## config.mk

```make
export PLATFORM = sky130hd
export DESIGN_NAME = pqc_accel_launch
export DESIGN_NICKNAME = d
export VERILOG_FILES = /design/src/rtl/pqc_accel_launch.sv
export SDC_FILE = /design/constraint.sdc
export NUM_CORES = 1
export LEC_CHECK = 0
export ABC_AREA = 1
export BUFFER_PORTS_ARGS = -buffer_cell sky130_fd_sc_hd__buf_2
export CAP_MARGIN = 0
export CORE_MARGIN = 10
export CORE_UTILIZATION = 56
export DETAILED_ROUTE_END_ITERATION = 10
export PLACE_DENSITY = 0.78
export SYNTH_ARGS = -nofsm -noshare
export SYNTH_HDL_FRONTEND = slang
export SYNTH_SLANG_ARGS = --single-unit
```

## constraint.sdc

```tcl
create_clock -name clk -period 2 [get_ports clk]
set_input_delay 0.2 -clock clk [delete_from_list [all_inputs] [get_ports clk]]
set_output_delay 0.2 -clock clk [all_outputs]
set_load 0.1 [all_outputs]
```

## src/rtl/pqc_accel_launch.sv

```systemverilog
// pqc_accel_launch: serialises NTT/PWAM/Keccak launches from decoder request levels and returns held done levels
// ports: clk, rst_n (async, active-low); ntt_we/pwam_we/keccak_we request levels, pwam_mode sampled with pwam_we;
//   instr_adv releases DONE; *_fin unit completion pulses; *_start one-cycle launch pulses; pwam_mode_o latched mode;
//   *_done held completion levels; busy = not idle; pqc_err = watchdog fired on the current op
module pqc_accel_launch #(
  parameter int TIMEOUT_CYCLES = 4096
) (
  input  logic clk,
  input  logic rst_n,
  input  logic ntt_we,
  input  logic pwam_we,
  input  logic pwam_mode,
  input  logic keccak_we,
  input  logic instr_adv,
  input  logic ntt_fin,
  input  logic pwam_fin,
  input  logic keccak_fin,
  output logic ntt_start,
  output logic pwam_start,
  output logic pwam_mode_o,
  output logic keccak_start,
  output logic ntt_done,
  output logic pwam_done,
  output logic keccak_done,
  output logic busy,
  output logic pqc_err
);
  localparam int CNT_W = TIMEOUT_CYCLES > 0 ? $clog2(TIMEOUT_CYCLES + 1) : 1;
  localparam logic [CNT_W-1:0] LAST = CNT_W'(TIMEOUT_CYCLES - 1);
  typedef enum logic [1:0] {IDLE, LAUNCH, RUN, DONE} state_t;
  state_t state, state_nxt;
  logic [1:0] sel, sel_req;
  logic [2:0] start_q, done_q, fin;
  logic [CNT_W-1:0] cnt;
  logic any_we, fin_sel, tmo, accept;
  assign fin = {keccak_fin, pwam_fin, ntt_fin};
  assign fin_sel = fin[sel];
  assign any_we = ntt_we | pwam_we | keccak_we;
  assign sel_req = ntt_we ? 2'd0 : pwam_we ? 2'd1 : 2'd2;
  assign accept = state == IDLE && any_we;
  assign tmo = TIMEOUT_CYCLES != 0 && cnt == LAST;
  assign {keccak_start, pwam_start, ntt_start} = start_q;
  assign {keccak_done, pwam_done, ntt_done} = done_q;
  assign busy = state != IDLE;
  always_comb begin
    state_nxt = state;
    case (state)
      IDLE:    state_nxt = any_we ? LAUNCH : IDLE;
      LAUNCH:  state_nxt = RUN;
      RUN:     state_nxt = (fin_sel || tmo) ? DONE : RUN;
      default: state_nxt = instr_adv ? IDLE : DONE;
    endcase
  end
  always_ff @(posedge clk or negedge rst_n) begin
    if (!rst_n) begin
      state <= IDLE;
      sel <= 2'd0;
      start_q <= 3'b000;
      done_q <= 3'b000;
      cnt <= '0;
      pqc_err <= 1'b0;
      pwam_mode_o <= 1'b0;
    end else begin
      state <= state_nxt;
      if (accept) sel <= sel_req;
      if (accept && sel_req == 2'd1) pwam_mode_o <= pwam_mode;
      start_q <= accept ? 3'b001 << sel_req : 3'b000;
      done_q <= state_nxt == DONE ? 3'b001 << sel : 3'b000;
      cnt <= state == LAUNCH ? '0 : (state == RUN && cnt != '1) ? cnt + CNT_W'(1) : cnt;
      // a fin arriving on the timeout cycle completes the op cleanly
      pqc_err <= state == LAUNCH ? 1'b0 : (state == RUN && !fin_sel && tmo) ? 1'b1 : pqc_err;
    end
  end
endmodule

```

After elaboration in Yosys (flattened, before gate mapping)

Cells that the tools add are included.

Flip-flop bits (word level): 25
Bits of input ports: 10
Output and inout bits: 9
Word-level logic and storage cells: 44

Add/subtract/negate cells: 1
Order comparisons: 1
Eq/ne operators: 6
Shifts and indexed selects: 2
Mux-type cells: 14
Bitwise operators: 2
Reduce and logical (&&, ||, !) cells: 11

Operators by type and width:

| operator                                                                      | count |
|---|---|
| 13-bit 2-to-1 mux                                                             | 2 |
| 13-bit by 1-bit adder with 13-bit output (second input constant)              | 1 |
| 13-bit by 12-bit equality test with 1-bit output (second input constant)      | 1 |
| 13-bit inequality test (second input constant)                                | 1 |
| 2-bit 2-to-1 mux                                                              | 3 |
| 3-bit 2-to-1 mux                                                              | 2 |
| 2-bit one-hot mux with 3 select lines                                         | 1 |
| 2-bit nonzero test                                                            | 3 |
| 1-bit by 2-bit << shifter with 3-bit output (first input constant)            | 2 |
| 1-bit logical AND                                                             | 5 |
| 1-bit 2-to-1 mux                                                              | 5 |
| 2-bit by 1-bit equality test with 1-bit output (second input constant)        | 2 |
| 2-bit equality test (second input constant)                                   | 2 |
| 2-bit by 3-bit less-than comparator with 1-bit output (second input constant) | 1 |
| 1-bit binary-select mux with 2-bit select                                     | 1 |
| 2-bit zero test                                                               | 1 |
| 1-bit bitwise OR                                                              | 2 |
| 1-bit zero test                                                               | 1 |
| 1-bit logical OR                                                              | 1 |

Depth between registers and ports, before layout

Gate-level depths: netlist of the first run.

Depth after elaboration: 7
Depth in mapped cells: 10
Gate-level depth less buffers: 9

Worst setup path before layout of the first run

OpenSTA, ideal clock, no wires.

Path kind: reg2reg
Start: register state[0]
End: register sel[0]
Setup time: 0.127 ns
Arrival time: 1.523 ns
Data required time: 1.873 ns
Path slack: 0.350 ns
Stages on the path, launching flop included: 7
Path buffers: 0
Clock period less this slack: 1.650 ns
Cells stage by stage: dfrtp_1 > inv_1 > ha_1 > inv_1 > nor3_1 > inv_1 > o21ai_0

Word-level cells in the longest chain between the ends: 2

Ends and longest elaborated chain:

| item                     | line | text |
|---|---|---|
| start: declaration       | 31   | `state_t state, state_nxt;` |
| start signal: assignment | 64   | `state <= state_nxt;` |
| 2-bit zero test          | 40   | `assign accept = state == IDLE && any_we;` |
| 1-bit logical AND        | 40   |  |
| end signal: assignment   | 65   | `if (accept) sel <= sel_req;` |
| end: declaration         | 32   | `logic [1:0] sel, sel_req;` |

No other way between the ends.
A chain may end at the register's enable or synchronous reset.

Worst setup path after layout of the first run

Start: register state[0]
End: output busy

Word-level cells in the longest chain between the ends: 1

Ends and longest elaborated chain:

| item               | line | text |
|---|---|---|
| 2-bit nonzero test | 44   | `assign busy = state != IDLE;` |
| end: declaration   | 25   | `output logic busy,` |

No other way between the ends.

==> summary.txt, run 1 <==
Outcome
  • Status: completed

Logic synthesis
  • Area contributors post-synth: dfrtp_1 (46%), nand2_1 (15%), inv_1 (6.6%)
  • Sequential area share after synthesis: 46.0%
  • Yosys top cell area share: 46.0%
  • Count leader, synth: nand2_1
  • Top cells by instance count after synthesis: nand2_1 (54), dfrtp_1 (25), inv_1 (24), nor2_1 (19), nand3_1 (17)
  • Cells after Synth: 178
  • Synth Area per Inst: 7.63 sq um
  • Syn_nets: 193
  • Number of synthesized flops with an enable pin: 0
  • Cell variety after synth: 20
  • YS warnings: 0
  • Synthesized area: 1360 sq um
  • Async set-reset flop share out of synthesis: 100%
  • Leading area contributor after synthesis: dfrtp_1
  • Synth Register Bits: 25
  • Top FF cell, synth: dfrtp_1

Routing
  • Post-DRT Antenna Nets: 0
  • WL per Instance: 12.5 microns
  • Vias: 1176
  • 1st-iter DRT viols: 68
  • Routed Wire Length: 2820 microns
  • Drt drc: 0
  • Drt pass-1 iters: 7
  • Vias per Instance: 5.20

Place
  • Port buffer count: 18
  • Pre-CTS WS: 0.143 ns
  • Placed Cells incl. Taps: around 220
  • HPWL after DPL: around 2200 microns
  • Gpl congestion: a little under 0.9

Floorplanning
  • Core box area: 2250 sq um
  • IO Count: 19
  • Starting utilization of the core area: 60.3%
  • Chip Width: 69.3 microns
  • Die Area: about 4800 sq um
  • Number of cell rows: 17
  • Die Ht: between 60 and 70 microns

STA
  • Worst slew margin: approximately 63%
  • Fin crit period: around 1.7 ns
  • Worst-Margin Slew: 0.553 ns
  • Endpoints failing setup: 0
  • Final setup TNS: 0 ns
  • Clock Skews: around 0.0034 ns
  • Slew Limit Fails: 0
  • Crit share post-route: 86.6%
  • Fmax: 577 MHz
  • Final Hold Slack: slightly above 0.07 ns
  • RSZ-0062 raised after global routing: false
  • Fin. Hold Viols: 0
  • Worst setup margin: 0.268 ns

Layout
  • Final Instance Count excl. Fillers: approximately 230
  • Area Growth Syn to Fin: 10.7%
  • Post-layout util: 66.7%
  • Final nets: 214
  • Layout cells sized above 1: 15.2%
  • Number of diodes: 0
  • Fill count: 204

Clock network
  • Worst-Skew Late Latency: 0.33 ns
  • CTS Sinks: 25
  • CTS Buf Count: 3
  • H-tree levels: 1
  • Clock transition at path regs: between 0.1 and 0.15 ns
  • Clock Path Buffers: 2
  • Clock Tree Root: clkbuf_4
  • Post-CTS Setup Inserts: 0
  • CTS tree: built

Global route
  • First-pass GRT wire length: 5020 microns
  • Total gr overflow: 0
  • Antenna violations before repair: 0
  • Vias in the first global route: 1135
  • Largest net degree at the start of global routing: 26
  • Global-route usage over all layers: 12.3%

Worst setup path
  • Crit path arrival time: 1.53 ns
  • Worst EP required: 1.80 ns
  • Worst Path Max Fanout: 3
  • CP Launch Type: flip-flop
  • Critical path type: reg -> out
  • CP endpoint kind: output pin

Power
  • Peak supply drop: 0.00113 V
  • Pwr per Cell Area: 1290 nW/um^2
  • Leak: ~0.8 nW

Worst hold path
  • Worst Hold Class: in -> reg

Run
  • Max_cap viols: 0
## critical path: stages, from the launching register on
cell and delay, ns:
dfrtp_1 0.40, inv_1 0.08, ha_1 0.21, inv_1 0.09
buf_2 0.43
## routing by layer
layer | up-vias | track usage, % | wire, microns
met1 | 548 | 14.7 | 1260
met3 | 5 | 2.57 | 90
li1 | 603 | - | -
met2 | 20 | 20.4 | 1420
met5 | - | 0 | 0
met4 | 0 | 5.54 | 51
## path summary, 6_finish.rpt
check	start	cells past startpoint	endpoint	slack [ns]
worst min register to register	pwam_mode_o	2	pwam_mode_o	0.50
worst max-delay path	state[0]	4	busy	0.27
worst max register to register	cnt[0]	9	cnt[11]	0.27
worst min-delay path	pwam_mode	3	pwam_mode_o	0.07
min in group asynchronous	rst_n	2	cnt[11]	0.37
max in group asynchronous	rst_n	2	start_q[1]	1.27
## sequential cells by signal (all words and copies together) (netlist names)
register / cells
done_q: 3
cnt: 13
pwam_mode_o: 1
pqc_err: 1
state: 2
sel: 2
start_q: 3
## where the power goes
| part | internal (W) | switching [W] | leakage [nW] |
|---|---|---|---|
| logic | 0.000220 | 0.000795 | 0.466 |
| clock network | 0.0000751 | 0.000158 | 0.0177 |
| registers | 0.000612 | 0.0000837 | 0.336 |
| total | 0.000907 | 0.00104 | 0.820 |
## layout make-up
type	count	area (sq um)	area share (%)
sequential	25	626	41.6
multi-input combinational	126	626	41.6
timing repair buffer	19	100	6.66
inverter	24	90.1	5.99
tap	28	35.0	2.33
clock buffer	3	22.5	1.50
clock inverter	1	5.00	0.333
## kinds of logic (layout without fill, tap and decap cells)
logic type	Yosys count	count (layout)	synth area share, %
compound gates	7	7	2.76
xor+xnor	3	3	1.93
fa+ha+maj	5	5	4.60
buf+inv	27	47	8.29
flops	25	25	46.0
simple gates	111	111	36.4
## cells in the final DEF, fill, tap and decap left out, drive strengths merged
| cell | instances |
|---|---|
| nand4 | 10 |
| buf | 18 |
| nand3 | 17 |
| nor2 | 24 |
| clkbuf | 3 |
| a21o | 1 |
| xor2 | 3 |
| clkinv | 1 |
| ha | 5 |
| o21ai | 2 |
| nand2 | 56 |
| a21oi | 4 |
| dfrtp | 25 |
| inv | 24 |
| nor3 | 2 |
| nand3b | 1 |
| dlygate4sd3 | 1 |
| or2 | 1 |
## timing repair
item,CTS,global route
endpoints found under the hold margin,25,0
gates resized for setup,0,1
hold buffers,1,0
endpoints found under the setup margin,0,7
## stage by stage
| stage | total power, W | area, sq um |
|---|---|---|
| floorplan | 0.00155 | 1360 |
| global placement | 0.00167 | 1460 |
| detailed placement | 0.00171 | 1460 |
| CTS | 0.00194 | 1500 |
| global route | 0.00210 | 1500 |
| finish | 0.00194 | 1500 |
No activity file was read; power rests on OpenSTA's default activity.
==> run 2, diff against run 1 <==
--- a/config.mk
+++ b/config.mk
@@ -12,6 +12,7 @@
 export CORE_UTILIZATION = 56
 export DETAILED_ROUTE_END_ITERATION = 10
 export PLACE_DENSITY = 0.78
+export SLEW_MARGIN = 20
 export SYNTH_ARGS = -nofsm -noshare
 export SYNTH_HDL_FRONTEND = slang
 export SYNTH_SLANG_ARGS = --single-unit
==> constraint.sdc (replaced) <==
create_clock -name clk -period 1.9 [get_ports clk]
set_input_delay 0.19 -clock clk [delete_from_list [all_inputs] [get_ports clk]]
set_output_delay 0.19 -clock clk [all_outputs]
set_load 0.1 [all_outputs]
==> summary.txt, run 2 (synthesis results as in run 1) <==
Place
  • Pre-CTS WS: 0.280 ns (+0.137 ns)
  • Gpl congestion: 0.897 (+1.9%)
  • Port buffer count: 18 (unchanged)
  • HPWL after DPL: 2130 microns (-2.1%)
  • Area after DPL: 1470 sq um (+0.51%)

Clock network
  • CTS Sinks: 25 (unchanged)
  • Clock Path Buffers: 2 (unchanged)
  • Worst-Skew Late Latency: 0.31 ns (-0.02 ns)
  • Clock transition at path regs: 0.13 ns (about the same)
  • CTS tree: built
  • Clock Tree Root: clkbuf_4
  • H-tree levels: 1 (unchanged)
  • Post-CTS Setup Inserts: 0 (unchanged)
  • CTS Buf Count: 3 (unchanged)

Worst setup path
  • Worst Path Max Fanout: 3 (unchanged)
  • Crit path arrival time: 1.51 ns (-0.02 ns)
  • CP Launch Type: flip-flop
  • FF-to-FF End: cnt[0]
  • Reg2reg path depth: 10 (+1)
  • CP endpoint kind: output pin
  • Critical path type: reg -> out
  • Worst EP required: 1.71 ns (-0.09 ns)
  • RR Startpoint: cnt[0]
  • Reg2reg setup slack: 0.25 ns (-0.02 ns)

Global route
  • Total gr overflow: 0 (unchanged)
  • Vias in the first global route: 1145 (+0.88%)
  • Global-route usage over all layers: 12.0% (-0.30 points)
  • Antenna violations before repair: 0 (unchanged)
  • First-pass GRT wire length: 4990 microns (-0.56%)
  • Largest net degree at the start of global routing: 26 (unchanged)

Routing
  • Vias: 1141 (-3.0%)
  • WL per Instance: 12.2 microns (-2.5%)
  • Routed Wire Length: 2760 microns (-2.1%)
  • Vias per Instance: 5.03 (-3.4%)
  • Drt drc: 0 (unchanged)
  • Post-DRT Antenna Nets: 0 (unchanged)
  • Drt pass-1 iters: 4 (-3)
  • 1st-iter DRT viols: 97 (+43%)

Layout
  • Largest register FFs: 13 (unchanged)
  • Final nets: 215 (+0.47%)
  • Biggest regs: cnt: 13 flops, done_q: 3 flops, start_q: 3 flops
  • Most common cell after layout, fill and taps aside: nand2_1
  • Design area: 1510 sq um (about the same)
  • Area Growth Syn to Fin: 10.8% (about the same)
  • Layout cells sized above 1: 15.1% (-0.076 points)
  • Most frequent cells in the layout: nand2_1 (54), dfrtp_1 (25), inv_1 (24)
  • Largest register by flop count: cnt
  • Number of diodes: 0 (unchanged)
  • Post-layout util: 66.8% (about the same)

STA
  • Fin crit period: roughly 1.7 ns
  • Fmax: 588 MHz
  • Slew Limit Fails: 0 (unchanged)
  • RSZ-0062 raised after global routing: false
  • Clock Skews: 0.00303 ns (-0.000381 ns)
  • Final setup TNS: 0 ns (unchanged)
  • Final Hold Slack: 0.0613 ns (-0.00948 ns)
  • Crit share post-route: 89.5%
  • Worst-Margin Slew: 0.546 ns (-0.00674 ns)
  • Fin. Hold Viols: 0 (unchanged)
  • Endpoints failing setup: 0 (unchanged)
  • Worst setup margin: 0.199 ns (-0.0690 ns)
  • Worst slew margin: 63.6% (+0.45 points)

Floorplanning
  • Starting utilization of the core area: 60.3% (unchanged)
  • Core box area: 2250 sq um (unchanged)
  • Number of cell rows: 17 (unchanged)
  • Die Ht: 69.3 microns (unchanged)
  • Chip Width: 69.3 microns (unchanged)
  • Die Area: 4800 sq um (unchanged)
  • IO Count: 19 (unchanged)

Power
  • Leak: 0.821 nW (+0.17%)
  • Pwr per Cell Area: 1360 nW/um^2 (+5.1%)
  • Peak supply drop: 0.00105 V (-6.3%)

Worst hold path
  • Cells on Worst Hold Path: 2 (-1)
  • Min-delay src: ntt_we
  • Worst Hold Class: in -> reg
  • WHS Endpoint: start_q[1]

Outcome
  • Status: completed

Run
  • Max_cap viols: 0 (unchanged)
## run 2: critical path, stage by stage, from the launching register on
cell	delay [ns]
dfrtp_1	0.41
inv_1	0.08
ha_1	0.22
inv_1	0.07
buf_2	0.42
## run 2: timing repair
| item | 4_1_cts | 5_1_grt |
|---|---|---|
| gates resized for setup | 0 | 0 |
| hold buffers | 1 | 0 |
| hold endpoints to repair | 25 | 0 |
## run 2: how the worst max path moves through the flow
stage	start	end	slack, ns	cells after the start
after CTS	state[0]	busy	0.19	4
after global routing	cnt[0]	cnt[10]	0.05	9
final	state[0]	busy	0.20	4
after detailed placement	cnt[0]	cnt[0]	0.28	10
after global placement	cnt[0]	cnt[0]	0.35	10
after floorplan	state[0]	sel[0]	0.25	6
## run 2: power breakdown
group	internal, W	leakage [nW]	switching, W
registers	0.000644	0.336	0.0000884
logic	0.000243	0.470	0.000835
clock network	0.0000818	0.0150	0.000151
total	0.000969	0.821	0.00107
## run 2: routing by layer
| metal | share of wire, % | wire length [microns] | track usage [%] |
|---|---|---|---|
| met2 | 52 | 1420 | 20.5 |
| met4 | 0.62 | 17 | 3.55 |
| met5 | 0 | 0 | 0 |
| met1 | 44 | 1210 | 14.5 |
| met3 | 3.9 | 108 | 2.71 |
## run 2: final cells by class
type                    count  area [sq um]
fillers                   202           749
flip-flops and latches     25           626
multi-input cells         126           621
repair buffers             20           108
inverters                  24          90.1
well taps                  28          35.0
clock buffers               4          26.3
## run 2: stage by stage
step | total power (W) | instances
2_1_floorplan | 0.00163 | 178
3_3_place_gp | 0.00178 | 222
3_5_place_dp | 0.00182 | 222
4_1_cts | 0.00205 | 227
5_1_grt | 0.00220 | 227
6_report | 0.00204 | 227
